==> config.mk <==
export PLATFORM = sky130hd
export DESIGN_NAME = ram_16x8
export DESIGN_NICKNAME = d
export VERILOG_FILES = /design/src/rtl/ram_16x8.sv
export SDC_FILE = /design/constraint.sdc
export NUM_CORES = 1
export LEC_CHECK = 0
export BUFFER_PORTS_ARGS = -buffer_cell sky130_fd_sc_hd__clkbuf_2
export CAP_MARGIN = 20
export CORE_MARGIN = 5
export CORE_UTILIZATION = 50
export CTS_CLUSTER_SIZE = 8
export DETAILED_ROUTE_END_ITERATION = 7
export GPL_TIMING_DRIVEN = 0
export PLACE_DENSITY_LB_ADDON = 0.3
export SLEW_MARGIN = 20
export SYNTH_ARGS = -nofsm -noshare
export SYNTH_HDL_FRONTEND = slang
export SYNTH_SLANG_ARGS = --single-unit
==> constraint.sdc <==
create_clock -name clk -period 2.2 [get_ports clk]
set_clock_uncertainty 0.05 [all_clocks]
set_input_delay 0.33 -clock clk [delete_from_list [all_inputs] [get_ports clk]]
set_output_delay 0.33 -clock clk [all_outputs]
set_load 0.01 [all_outputs]
==> src/rtl/ram_16x8.sv <==
// ram_16x8: single-port synchronous RAM with write-first registered read and synchronous clear
module ram_16x8 #(
    parameter int DATA_WIDTH = 8,
    parameter int ADDR_WIDTH = 4
) (
    input  logic                  clk,
    input  logic                  rst,
    input  logic                  we,
    input  logic [ADDR_WIDTH-1:0] addr,
    input  logic [DATA_WIDTH-1:0] din,
    output logic [DATA_WIDTH-1:0] dout
);
    logic [DATA_WIDTH-1:0] mem [2**ADDR_WIDTH];
    always_ff @(posedge clk) begin
        if (rst) begin
            for (int i = 0; i < 2**ADDR_WIDTH; i++) mem[i] <= '0;
            dout <= '0;
        end else if (we) begin
            mem[addr] <= din;
            dout <= din;
        end else begin
            dout <= mem[addr];
        end
    end
endmodule

== Word level (Yosys, flattened, before mapping) ==
Memories as Yosys holds them, arrays and structs flattened. A register that Yosys moved wholly into a read port is not among the register bits.
Index checks and enable logic that the tools add are counted.

* Bits in writable memories: 128
* Register bits: 0
* Memories: 1
* Output and inout port bits: 8

* Reductions and logical operators: 1
* Multiplexer cells: 8

{| class="wikitable"
|+ Memories
! memory !! words !! width !! rd ports !! clocked after Yosys merged registers in !! write ports !! line !! text
|-
| mem || 16 || 8 || 1 || 1 || 16 || 13 || <nowiki>logic [DATA_WIDTH-1:0] mem [2**ADDR_WIDTH];</nowiki>
|}

{| class="wikitable"
|+ Operators with widths
! kind !! number
|-
| 2-to-1 mux 8 bit || 1
|-
| OR reduction 8 bit || 1
|-
| 2-to-1 mux 1 bit || 6
|-
| 2-to-1 mux 4 bit || 1
|}

== Logic depth before layout (Yosys ltp) ==
* Depth in word-level cells: 5
* Gate-level depth with buffers: 7
* Depth with buffers taken out: 4

== Worst setup path before layout ==
Ideal clock, no wire load.

* Kind: input-to-reg
* From: input port addr[1]
* To: memory mem[1][0] (enable)
* Arrival time: 1702 ps
* Data required time: 1763 ps
* Library setup time: 387 ps
* Stages: 5
* Path buffers: 2
* Setup slack: 62 ps
* Cell sequence: buf_6 buf_6 nor2b_2 nand2_4 o31ai_1

{| class="wikitable"
|+ RTL lines
! item !! line !! text
|-
| start, declared || 9 || <nowiki>input logic [ADDR_WIDTH-1:0] addr,</nowiki>
|-
| end, declared || 13 ||
|}

==> results.yml <==
worst_hold_path:
  min_path_type: "input pin to flip-flop"
placement:
  dp_slack_ps: -384.0
  dp.cells: 663
  gp_congestion: 0.9961
  dp_hpwl_um: 11790
  port_buffers: 20
routing:
  drt-initial-drc-count: 508
  drc: 0
  first_pass_iters: 5
  via_per_inst: 6.460
  postRouteAntennaNets: 0
  vias: 4490
  wl_per_cell_um: 24.97
  routed_wl_um: 17350
clocking:
  cts_buffers: 17
  cts_max_level: 4
  cts_hold_buf: 0
  cts-root-buf: "clkbuf_16"
  cts_buffer_depth: 2
  clk_transition_reported_paths_ps: 50
  clock_latency_ps: 430
  ctsResizeCount: 0
  cts_tree: "yes"
  postCtsSetupRepairBufs: 0
  cts.sinks: 136
pwr:
  power.density_mw_per_mm2: 866.7
  ir_drop_uv: 650.4
  p_leak_nw: 2.431
final_layout:
  stdcell_count: 695
  area.growth.synth_to_final_pct: 14.05
  multi_input_area_sq_mm: 0.002141
  antenna-diode-count: 0
  fill_cells: 986
  seq_area_sq_mm: 0.004004
  drive_above_1_share_pct: 27.34
  finalNetCount: 525
synthesis:
  ys_ff_latch: 136
  yosysTopAreaCell: "edfxtp_1"
  ys_warn_count: 0
  yosys.cell_count.top_type: "edfxtp_1"
  synth_area_sq_mm: 0.006509
  ys.flop_type: "edfxtp_1"
  synthCells: 469
  synth_common_cells: "edfxtp_1, nor3_1, mux2i_1"
  yosysSeqAreaShare_pct: 61.51
  ys_top_cells_by_area: "edfxtp_1, nor3_1, mux2i_1"
  yosys.cell_types.count: 42
  async_flop_share_pct: 0
  synth-edff-count: 128
  avgSynthCellArea_sq_um: 13.88
  yosysTopAreaCellShare_pct: 59.05
  synth_nets: 484
timing:
  finalSetupViolCount: 0
  rsz0062_at_grt: "false"
  report.final.hold_viol_count: 0
  fin_crit_sh_pct: 93.04
  fin_crit_ps: 2047
  final.setup.worst_slack_ps: 153.2
  worstMarginPinSlew_ps: 894.7
  fmax_ghz: 0.4886
  slew_headroom_pct: 40.35
  finalMaxSlewViolations: 0
  fin_hold_ws_ps: 128.1
floorplanning:
  start_util_pct: 51.37
  die_h_um: 124.1
  dieWidth_um: 124.1
  core-area_sq_mm: 0.01267
  io_pins: 23
  row_count: 41
  die_area_sq_mm: 0.01540
setup_path:
  crit_type: "input pin to flip-flop"
  worstPathRequired_ps: 2200
  crit_path_end_kind: "flip-flop"
  path_max_fanout: 10
  reg2reg_slack_ps: 620
  cp.arrival_ps: 2050
  start_kind: "input pin"
grt:
  grt_pass1_vias: 4470
  grt_start_max_net_pins: 17
  track_usage_pct: 24.46
  antenna_found_initial: 0
  overflow: 0
  grt_first_pass_wirelength_um: 26600
run:
  drv_cap: 0
outcome:
  status: "finished clean"
[through the flow]
step / power, mW / utilization, % / setup TNS (ps) / instance area [sq um]
finish: 6.434 / 58.59 / 0 / 7423
CTS: 6.399 / 58.59 / 0 / 7423
floorplan: 3.456 / - / 0 / 6509
global placement: 3.648 / 53.86 / -37720 / 6824
global route: 6.586 / 58.59 / 0 / 7423
detailed placement: 3.672 / 54.09 / -19880 / 6854
[kinds of logic after synthesis]
| kind of cell | share of synthesized area [%] |
|---|---|
| AO/OA/AOI/OAI | 6.325 |
| buffers and inverters | 5.902 |
| flip-flops | 61.51 |
| multiplexers | 10.27 |
| AND/OR/NAND/NOR | 15.99 |
[critical path, stage by stage]
cell and delay, ps:
buf_6 140, buf_6 170, nor2b_2 340, nand2_4 180, buf_6 190, o21bai_1 680
[registers in the layout, indices dropped and copies added (netlist names)]
signal / flops
dout: 8
mem: 128
[area by class of cell]
cell class | count | area share (%)
multi-input cells | 268 | 28.84
inverters | 9 | 0.4551
plain buffers | 56 | 4.719
well taps | 172 | 2.899
clock buffers | 20 | 5.882
flip-flops and latches | 136 | 53.94
repair buffers | 22 | 1.483
clock inverters | 12 | 1.787
[worst paths after layout]
kind                                                from                      end  cells after the start
worst max-delay path                             addr[1]  mem[9][7]$_SDFFCE_PN0P_                      6
worst min-delay path                                 rst       dout[3]$_SDFF_PP0_                      2
worst max register to register  mem[12][4]$_SDFFCE_PN0P_       dout[4]$_SDFF_PP0_                      4
worst min register to register   mem[1][6]$_SDFFCE_PN0P_       dout[6]$_SDFF_PP0_                      4
[power by group]
part	switching (mW)	internal [mW]	total (mW)
Combinational	0.411	0.197	0.608
Sequential	0.0437	2.98	3.02
Clock	1.05	1.75	2.80
[layout by cell type (no fill, tap or decap), types with 2 or more instances in the layout]
| master | n |
|---|---|
| edfxtp_1 | 128 |
| nor3_1 | 90 |
| mux2i_1 | 42 |
| nor4_1 | 31 |
| buf_2 | 28 |
| clkbuf_2 | 20 |
| clkbuf_1 | 17 |
| clkbuf_16 | 17 |
| nor3_2 | 14 |
| o22ai_1 | 13 |
| clkinv_1 | 12 |
| o21ai_1 | 11 |
| mux4_2 | 11 |
| buf_6 | 8 |
| dfxtp_1 | 8 |
| a221oi_2 | 6 |
| nand2b_1 | 4 |
| o31ai_2 | 4 |
| a221oi_1 | 4 |
| nor4_2 | 4 |
| clkinv_2 | 4 |
| buf_4 | 3 |
| o21ai_0 | 3 |
| o21bai_1 | 3 |
| nand3b_1 | 3 |
| nor2b_4 | 3 |
| a211oi_2 | 3 |
| nor2_1 | 3 |
| a2111oi_2 | 3 |
| bufinv_16 | 3 |
| nand2_2 | 2 |
| buf_12 | 2 |
| buf_1 | 2 |
[routing by layer]
layer	share of wire [%]	up-vias	global-route usage, %
met4	3.4	0	11.09
met5	0	-	0
met1	40	2200	32.53
li1	-	1951	-
met2	47	292	37.36
met3	9.9	47	7.039
No activity file was read; power rests on OpenSTA's default activity.
